[config.mk]
export PLATFORM = sky130hd
export DESIGN_NAME = alu_seq
export DESIGN_NICKNAME = d
export VERILOG_FILES = /design/src/rtl/alu_seq.sv
export SDC_FILE = /design/constraint.sdc
export NUM_CORES = 1
export LEC_CHECK = 0
export ABC_AREA = 1
export BUFFER_PORTS_ARGS = -buffer_cell sky130_fd_sc_hd__buf_2
export CORE_UTILIZATION = 66
export CTS_CLUSTER_SIZE = 24
export DETAILED_ROUTE_END_ITERATION = 8
export PLACE_DENSITY_LB_ADDON = 0.12
export REMOVE_ABC_BUFFERS = 1
export SLEW_MARGIN = 20
export SYNTH_ARGS = -nofsm -noshare
export SYNTH_HDL_FRONTEND = slang
export SYNTH_SLANG_ARGS = --single-unit
[constraint.sdc]
create_clock -name clk -period 3.33 [get_ports clk]
set_clock_uncertainty 0.05 [all_clocks]
set_input_delay 0.1665 -clock clk [delete_from_list [all_inputs] [get_ports clk]]
set_output_delay 0.1665 -clock clk [all_outputs]
set_load 0.01 [all_outputs]
[src/rtl/alu_seq.sv]
// alu_seq: handshaked multi-op ALU with registered result and EQ flag.
// Single-cycle ops (add/sub/logic/compare) complete in one cycle. Shifts
// run one bit per cycle. The optional unsigned shift-add multiplier is
// enabled by defining the macro ALU_MUL_EN.
module alu_seq #(
    parameter int DATA_SIZE = 32,
    parameter int SHAMT_W   = $clog2(DATA_SIZE)
) (
    input  logic                 clk,
    input  logic                 rst,
    input  logic                 in_valid,
    output logic                 in_ready,
    input  logic [DATA_SIZE-1:0] ALUop1,
    input  logic [DATA_SIZE-1:0] ALUop2,
    input  logic [3:0]           ALUctrl,
    output logic                 out_valid,
    input  logic                 out_ready,
    output logic [DATA_SIZE-1:0] ALUout,
    output logic                 EQ,
    output logic                 busy
);

    localparam int CNT_W = SHAMT_W + 1;

    localparam logic [3:0] OP_ADD  = 4'b0000;
    localparam logic [3:0] OP_SUB  = 4'b0001;
    localparam logic [3:0] OP_AND  = 4'b0010;
    localparam logic [3:0] OP_OR   = 4'b0011;
    localparam logic [3:0] OP_XOR  = 4'b0100;
    localparam logic [3:0] OP_SLT  = 4'b0101;
    localparam logic [3:0] OP_SLTU = 4'b0110;
    localparam logic [3:0] OP_SLL  = 4'b0111;
    localparam logic [3:0] OP_SRL  = 4'b1000;
    localparam logic [3:0] OP_SRA  = 4'b1001;
`ifdef ALU_MUL_EN
    localparam logic [3:0] OP_MUL  = 4'b1010;
`endif

    typedef enum logic [1:0] {IDLE, EXEC, HOLD} state_t;

    state_t                 state_q, state_d;
    logic [DATA_SIZE-1:0]   res_q, res_d;
    logic                   eq_q, eq_d;
    logic [CNT_W-1:0]       cnt_q, cnt_d;
    logic [3:0]             ctrl_q, ctrl_d;
`ifdef ALU_MUL_EN
    logic [DATA_SIZE-1:0]   mcand_q, mcand_d;
    logic [DATA_SIZE-1:0]   mplier_q, mplier_d;
`endif

    logic                   accept;
    logic [SHAMT_W-1:0]     shamt;

    // Result of every op that finishes in the accept cycle; shifts and
    // unused opcodes fall through to zero here.
    function automatic logic [DATA_SIZE-1:0] single_op(
        input logic [DATA_SIZE-1:0] a,
        input logic [DATA_SIZE-1:0] b,
        input logic [3:0]           op
    );
        logic [DATA_SIZE-1:0] r;
        r = '0;
        case (op)
            OP_ADD:  r = a + b;
            OP_SUB:  r = a - b;
            OP_AND:  r = a & b;
            OP_OR:   r = a | b;
            OP_XOR:  r = a ^ b;
            OP_SLT:  r = {{(DATA_SIZE-1){1'b0}}, ($signed(a) < $signed(b))};
            OP_SLTU: r = {{(DATA_SIZE-1){1'b0}}, (a < b)};
            default: r = '0;
        endcase
        return r;
    endfunction

    assign in_ready  = (state_q == IDLE) || ((state_q == HOLD) && out_ready);
    assign accept    = in_valid && in_ready;
    assign shamt     = ALUop2[SHAMT_W-1:0];
    assign out_valid = (state_q == HOLD);
    assign busy      = (state_q == EXEC);
    assign ALUout    = res_q;
    assign EQ        = eq_q;

    // Next-state: iterate in EXEC, retire from HOLD, and capture a new op on accept.
    always_comb begin
        state_d  = state_q;
        res_d    = res_q;
        eq_d     = eq_q;
        cnt_d    = cnt_q;
        ctrl_d   = ctrl_q;
`ifdef ALU_MUL_EN
        mcand_d  = mcand_q;
        mplier_d = mplier_q;
`endif
        case (state_q)
            EXEC: begin
                case (ctrl_q)
                    OP_SLL:  res_d = res_q << 1;
                    OP_SRL:  res_d = res_q >> 1;
                    OP_SRA:  res_d = {res_q[DATA_SIZE-1], res_q[DATA_SIZE-1:1]};
`ifdef ALU_MUL_EN
                    OP_MUL: begin
                        if (mplier_q[0]) res_d = res_q + mcand_q;
                        mcand_d  = mcand_q << 1;
                        mplier_d = mplier_q >> 1;
                    end
`endif
                    default: res_d = res_q;
                endcase
                cnt_d = cnt_q - CNT_W'(1);
                if (cnt_q == CNT_W'(1)) state_d = HOLD;
            end
            HOLD: begin
                if (out_ready) state_d = IDLE;
            end
            default: state_d = IDLE;
        endcase

        // A new op may start from IDLE or in the same edge HOLD retires.
        if (accept) begin
            ctrl_d = ALUctrl;
            eq_d   = (ALUop1 == ALUop2);
            case (ALUctrl)
                OP_SLL, OP_SRL, OP_SRA: begin
                    res_d = ALUop1;
                    cnt_d = {1'b0, shamt};
                    state_d = (shamt == '0) ? HOLD : EXEC;
                end
`ifdef ALU_MUL_EN
                OP_MUL: begin
                    res_d    = '0;
                    mcand_d  = ALUop1;
                    mplier_d = ALUop2;
                    cnt_d    = CNT_W'(DATA_SIZE);
                    state_d  = EXEC;
                end
`endif
                default: begin
                    res_d   = single_op(ALUop1, ALUop2, ALUctrl);
                    state_d = HOLD;
                end
            endcase
        end
    end

    // Control and visible result registers; reset discards any in-flight op.
    always_ff @(posedge clk) begin
        if (rst) begin
            state_q <= IDLE;
            res_q   <= '0;
            eq_q    <= 1'b0;
            cnt_q   <= '0;
        end else begin
            state_q <= state_d;
            res_q   <= res_d;
            eq_q    <= eq_d;
            cnt_q   <= cnt_d;
        end
    end

    // Captured opcode and multiplier operands; only meaningful after an accept.
    always_ff @(posedge clk) begin
        ctrl_q   <= ctrl_d;
`ifdef ALU_MUL_EN
        mcand_q  <= mcand_d;
        mplier_q <= mplier_d;
`endif
    end

endmodule

; Word level (Yosys, flattened, before mapping)
; Index checks and enable logic that the tools add are counted.
[totals]
register_bits = 45
output_inout_bits = 36
elab_cells = 60
[classes]
addsub = 3
magnitude_cmp = 2
eq_ne = 19
n_mux = 14
bitwise_logic = 3
reduce_logical = 13
[ops]
columns = op, count
row1 = $pmux 32 s7, 1
row2 = $mux 32, 3
row3 = $pmux 32 s3, 1
row4 = $lt 32x32->1, 2
row5 = $add 32x32->32, 1
row6 = $and 32x32->32, 1
row7 = $eq 32x32->1, 1
row8 = $or 32x32->32, 1
row9 = $sub 32x32->32, 1
row10 = $xor 32x32->32, 1
row11 = $eq 4x3->1 const B, 5
row12 = $mux 6, 3
row13 = $eq 4x4->1 const B, 4
row14 = $mux 2, 5
row15 = $eq 4x2->1 const B, 2
row16 = $eq 6x1->1 const B, 1
row17 = $ne 3x1->1 const B, 2
row18 = $sub 6x1->6 const B, 1
row19 = $logic_not 5->1, 1
row20 = $eq 4x1->1 const B, 1
row21 = $logic_not 4->1, 1
row22 = $pmux 2 s2, 1
row23 = $reduce_and 2->1, 2
row24 = $reduce_bool 4->1, 1
row25 = other kinds (10), 11

; Depth between registers and ports, before layout
; Gate-level depths: netlist of run 1.
[depth]
word_depth = 6
depth_mapped = 19
mapped_depth_nobuf = 18

; Worst setup path before layout of run 1
; Ideal clock, no wire load.
[synth_path]
kind = input to register
start = in ALUop1[0]
end = reg res_q[0], in the netlist ALUout[0]
arrival_ns = 1.658
required_ns = 3.157
slack_ns = 1.499
stages = 17
n_path_buf = 0
cell_sequence = inv_1 -> ha_1 -> fa_1 -> inv_1 -> nand2_1 -> nand3_1 -> nand2_1 -> nand2_2 -> nand2_1 -> nand2_1 -> nand2_1 -> nand2_1 -> nand2_1 -> nand3_1 -> nand2_1 -> nand2_1 -> a21oi_1
[synth_via]
elab_chain_cells = 4
[synth_rtl]
columns = element, line_no
row1 = start: declaration, 13  ; input logic [DATA_SIZE-1:0] ALUop1,
row2 = $sub 32x32->32 (tied with other cells), 65  ; OP_SUB: r = a - b;
row3 = $pmux 32 s7, 63  ; case (op)
row4 = $mux 32 *, 123  ; case (ALUctrl)
row5 = $mux 32 *, 120  ; if (accept) begin
row6 = end signal: assignment, 155  ; res_q <= res_d;
row7 = end: declaration, 42  ; logic [DATA_SIZE-1:0] res_q, res_d;
; Every way passes the cells marked *; elsewhere a longest branch is shown, timed or not.
; A chain may end at the register's enable or synchronous reset.

; Worst setup path in the final report of run 1
[layout_path]
start = reg state_q[1]
end = reg res_q[20], in the netlist ALUout[20]
[layout_via]
elab_chain_cells = 6
[layout_rtl]
columns = element, line_no
row1 = start: declaration, 41  ; state_t state_q, state_d;
row2 = start signal: assignment, 154  ; state_q <= state_d;
row3 = $eq 2x2->1, 76  ; assign in_ready = (state_q == IDLE) || ((state_q == HOLD) && out_ready);
row4 = $logic_and 1x1->1, 76
row5 = $logic_or 1x1->1, 76
row6 = $logic_and 1x1->1, 77  ; assign accept = in_valid && in_ready;
row7 = $reduce_bool 4->1 (no line) or $reduce_bool 2->1 (tied branches), n/a
row8 = $reduce_and 2->1 (no line), n/a
; Several ways; a longest one is shown, not always the timed one.

==> reports/qor.yml, run 1 <==
status: "finished, final reports clean"
startpoint_type: "flip-flop"
layout_setup_ws_ps: 764
endpoint_kind: "flip-flop"
cts_hold_buf: 0
yosys-top-cells-area: "nand2_1, ha_1, inv_1, dfxtp_1, a21oi_1"
vias: 11329
stdcell_count: 1913
critPathMaxFanout: 26
post_drt_wl_per_cell_um: 16.9
cp_slowest_cell: "inv_2"
grt_pass1_wl_um: 51000
clockBufferDepth: 2
die_area_um2: 14200
synth_flop_cell: "dfxtp_1"
path_clk_slew_ps: 90
start_util: 0.682
fp.dieW_um: 119
synth.ff_latch_count: 45
drtIter0Drc: 1257
r2r_start: "state_q[1]"
max_freq_mhz: 390
p_total_mw: 2.78
min_period_ps: 2570
cts_setup_buffers: 0
synth_most_common_cell: "nand2_1"
worstPathRequired_ps: 3480
syn_to_final_growth_pct: 7.91
worstHoldStart: "ALUctrl[3]"
yosys-top-cells-count: "nand2_1, inv_1, nor2_1"
fp-row-count: 42
maxSlewViolCount: 0
post_drt_via_cell_ratio: 5.92
synth_async_sr_flop_share: 0
swShare: 0.504
gr-total-overflow: 0
grt_usage: 0.453
final_nets: 1925
crit_type: "reg2reg"
vdd_drop_max_v: 0.000242
p_leak_nw: 5.71
dieHeight_um: 119
synth_area_um2: 9070
dp.cells: 1905
core-area_um2: 13300
hold_path_depth: 1
cts_num_sinks: 45
min_path_type: "in2reg"
design_area_um2: 9780
dp_hpwl_um: 25300
drc_errors: 0
fin_setup_tns_ps: 0
cts_resized: 0
first_pass_iters: 7
fin_util: 0.736
r2r_end: "ALUout[20]"
p_switching_mw: 1.40
critPathMaxStageDelay_ps: 450
avgSynthCellArea_um2: 5.44
rrSetupSlack_ps: 760
fin_crit_sh: 0.770
syn_inst: 1666
ys_warn_count: 0
antenna_cells: 0
p_per_area_nw_per_um2: 285
whs_ps: 64.9
antenna_found_initial: 0
synth.distinct_cells: 49
path_cells: "a21oi_2, nand2_2, nand2_1, nand2_2, inv_2, o21ai_0, a21oi_1, a21oi_1"
worst_slew_pin_slew_ps: 735
ant_nets: 0
synth_top_area_cell: "nand2_1"
drive_gt1_frac: 0.0938
grt_setup_unrepaired: "no"
hold_viol: 0
num_io_pins: 108
clkLatencyLatePin_ps: 320
max_cap_viol_count: 0
drt_wl_total_um: 32400
yosysSeqAreaShare: 0.104
synth.top_cell.area_share: 0.201
post-place-ws_ps: 858
gp_congestion: 1.12
grt_max_degree: 37
reg2reg_depth: 8
setup_viol: 0
power_frac_seq: 0.248
power.internal_mw: 1.38
cts_buffers: 5
cts_tree: "done"
postPlaceCellArea_um2: 9630
synth-edff-count: 4
cts_root_buffer: "clkbuf_16"
relSlewSlack: 0.510
io_buffers: 107
arrival_ps: 2720
p_comb_frac: 0.535
p_clk_frac: 0.216
grt_pass1_vias: 10707
h-tree-depth: 2
hold_end: "ctrl_q[3]"
worst max-delay path: cells and delay by family, from the launching register on:
family          cells  cell delay [ps]
simple gates        3              720
compound gates      4              880
buf+inv             1              450
flops               1              340
cell usage in the layout, fill, tap and decap left out, types with 7 or more instances in the layout:
master    instances
buf_2           107
nor2_1          139
o22ai_1          21
buf_4            15
inv_2             8
o21ai_0         120
inv_1           313
nand4_1          10
ha_1            115
o21ai_1          10
nor3_1            7
a221oi_1          8
a21oi_1         129
nand2_1         485
dfxtp_1          41
nand3_1         122
layout make-up:
class                   count  area [um^2]
inverters                 324         1220
clock buffers               5          125
well taps                 176          220
multi-input cells        1237         6580
repair buffers            123          668
fillers                  1212         3510
clock inverters             3         28.8
flip-flops and latches     45          941
flip-flops by register name, indices dropped and copies added (netlist names):
| register | count |
|---|---|
| ctrl_q | 4 |
| EQ | 1 |
| state_q | 2 |
| cnt_q | 6 |
| ALUout | 32 |
cell families (layout without fill, tap and decap cells):
group,count (synthesis),after routing,synth area share
xor+xnor,7,7,0.00676
simple gates,791,791,0.360
flops,45,45,0.104
compound gates,322,322,0.195
fa+ha+maj,117,117,0.163
buf+inv,384,455,0.171
how the worst max path moves through the flow:
stage	from	to	slack, ps	depth (start not counted)
3_3_place_gp	state_q[1]	ALUout[20]	960	8
2_1_floorplan	ctrl_q[1]	ALUout[5]	260	8
3_5_place_dp	state_q[1]	ALUout[20]	860	8
5_1_grt	state_q[1]	ALUout[20]	660	8
4_1_cts	state_q[1]	ALUout[20]	850	8
6_report	state_q[1]	ALUout[20]	760	8
power groups by stage:
stage               combinational [mW]  sequential [mW]  clock [mW]
floorplan                        0.916            0.709           0
global placement                  1.40            0.694           0
detailed placement                1.43            0.699           0
CTS                               1.44            0.687       0.592
global route                      1.64            0.699       0.615
finish                            1.49            0.692       0.602
routing by layer:
metal | GRT usage | vias up | part of all wire
met5 | 0 | - | 0
met4 | 0.286 | 0 | 0.058
met3 | 0.0761 | 165 | 0.11
met2 | 0.771 | 759 | 0.46
met1 | 0.525 | 5019 | 0.37
li1 | - | 5386 | -
(Power assumes the default switching activity.)
==> run 2, diff against run 1 <==
--- a/config.mk
+++ b/config.mk
@@ -7,7 +7,7 @@
 export LEC_CHECK = 0
 export ABC_AREA = 1
 export BUFFER_PORTS_ARGS = -buffer_cell sky130_fd_sc_hd__buf_2
-export CORE_UTILIZATION = 66
+export CORE_UTILIZATION = 55
 export CTS_CLUSTER_SIZE = 24
 export DETAILED_ROUTE_END_ITERATION = 8
 export PLACE_DENSITY_LB_ADDON = 0.12
==> constraint.sdc (replaced) <==
create_clock -name clk -period 2.3 [get_ports clk]
set_clock_uncertainty 0.05 [all_clocks]
set_input_delay 0.115 -clock clk [delete_from_list [all_inputs] [get_ports clk]]
set_output_delay 0.115 -clock clk [all_outputs]
set_load 0.01 [all_outputs]
==> run 2 against run 1 <==
Compared with the run above:
- global-route usage is 5.0 points lower
- die area increased by 20%
- non-clock buffer count grew 74
- wire length up 4.8%
- design area is 6.4% higher
- first-iteration DRC count fell by 23%
- clock-buffer cell count unchanged
- worst hold slack worse by 28 ps
- power up 51%
- via count decreased by 1.4%
==> reports/qor.yml, run 2 (synthesized netlist as in run 1, its figures left out) <==
p_per_area_nw_per_um2: 403
startpoint_type: "flip-flop"
critPathMaxFanout: 33
clkLatencyLatePin_ps: 320
start_util: 0.567
max_freq_mhz: 483
endpoint_kind: "flip-flop"
cts_root_buffer: "clkbuf_16"
setup_viol: 0
p_total_mw: 4.19
num_io_pins: 108
worstPathRequired_ps: 2450
clockBufferDepth: 2
fp.dieW_um: 130
drc_errors: 0
min_path_type: "in2reg"
gr-total-overflow: 0
rrSetupSlack_ps: 230
worst_slew_pin_slew_ps: 432
dp_hpwl_um: 27400
grt_pass1_wl_um: 52100
io_buffers: 107
vias: 11171
ant_nets: 0
path_clk_slew_ps: 80
fin_crit_sh: 0.900
arrival_ps: 2220
die_area_um2: 17000
drive_gt1_frac: 0.130
post_drt_wl_per_cell_um: 16.7
relSlewSlack: 0.709
first_pass_iters: 5
design_area_um2: 10400
final_common_cell: "nand2_1"
fin_util: 0.650
final_nets: 1999
post_drt_via_cell_ratio: 5.51
h-tree-depth: 2
cts_buffers: 5
layout_common_cells: "nand2_1, inv_1, nor2_1"
cts_tree: "done"
antenna_found_initial: 0
antenna_cells: 0
dieHeight_um: 130
maxSlewViolCount: 0
grt_max_degree: 34
p_leak_nw: 6.07
status: "finished, final reports clean"
grt_setup_unrepaired: "no"
core-area_um2: 16000
crit_type: "reg2reg"
cts_setup_buffers: 0
fp-row-count: 46
max_cap_viol_count: 0
grt_pass1_vias: 10312
syn_to_final_growth_pct: 14.8
hold_viol: 0
gp_congestion: 1.01
grt_usage: 0.403
postPlaceCellArea_um2: 10200
vdd_drop_max_v: 0.000319
cts_num_sinks: 45
largest_reg_flops: 32
drt_wl_total_um: 33900
min_period_ps: 2070
drtIter0Drc: 973
## run 2: changes by cell type in the layout (fill, tap and decap cells not counted)
| cell | delta |
|---|---|
| nor2_1 | -1 |
| inv_2 | -1 |
| nor2_2 | +1 |
| inv_1 | +1 |
| buf_12 | +1 |
| buf_4 | +72 |
| dlygate4sd3_1 | +1 |
## run 2: cell type report
type	instances	area, um^2
multi-input combinational	1237	6590
fill	1647	5590
timing repair buffer	197	1240
inverter	324	1220
sequential	45	941
tap	216	270
clock buffer	5	125
clock inverter	3	28.8
## run 2: worst max-delay path: stages (launching register included)
cell	delay [ps]
dfxtp_1	370
inv_1	70
nor2_2	170
inv_1	120
nand2_1	160
nand2_2	80
inv_2	210
buf_12	220
o21ai_0	110
a21oi_1	270
a21oi_1	110
## run 2: metal layers
layer	vias to the layer above	GRT usage	routed length, um
met5	-	0	0
met4	0	0.189	1580
met3	108	0.0603	2820
met2	527	0.708	15900
met1	5002	0.482	13700
li1	5534	-	-
## run 2: what timing repair did
item | 4_1_cts | 5_1_grt
endpoints found under the hold margin | 2 | 0
endpoints found under the setup margin | 0 | 1
hold buffers | 1 | 0
gates resized for setup | 0 | 1
## run 2: stage by stage
step	hold WS, ps	setup TNS [ps]	instances	setup slack, ps
floorplan	134	-26050	1606	-774
CTS	28.8	0	2027	194
detailed placement	324	-362	2018	-136
global route	31.5	0	2027	88.2
global placement	325	-378	2018	-139
finish	37.3	0	2027	231
## run 2: path summary, 6_finish.rpt
kind / startpoint / end / depth (start not counted)
worst max register to register: state_q[0] / ALUout[10] / 10
worst max-delay path: state_q[0] / ALUout[10] / 10
worst min register to register: cnt_q[2] / cnt_q[2] / 2
worst min-delay path: ALUctrl[3] / ctrl_q[3] / 1
## run 2: report_power, final
part	internal (mW)	switching, mW	total (mW)	leakage [nW]
registers	0.898	0.104	1.00	0.376
clock network	0.423	0.467	0.890	0.0767
logic	0.805	1.50	2.30	5.62
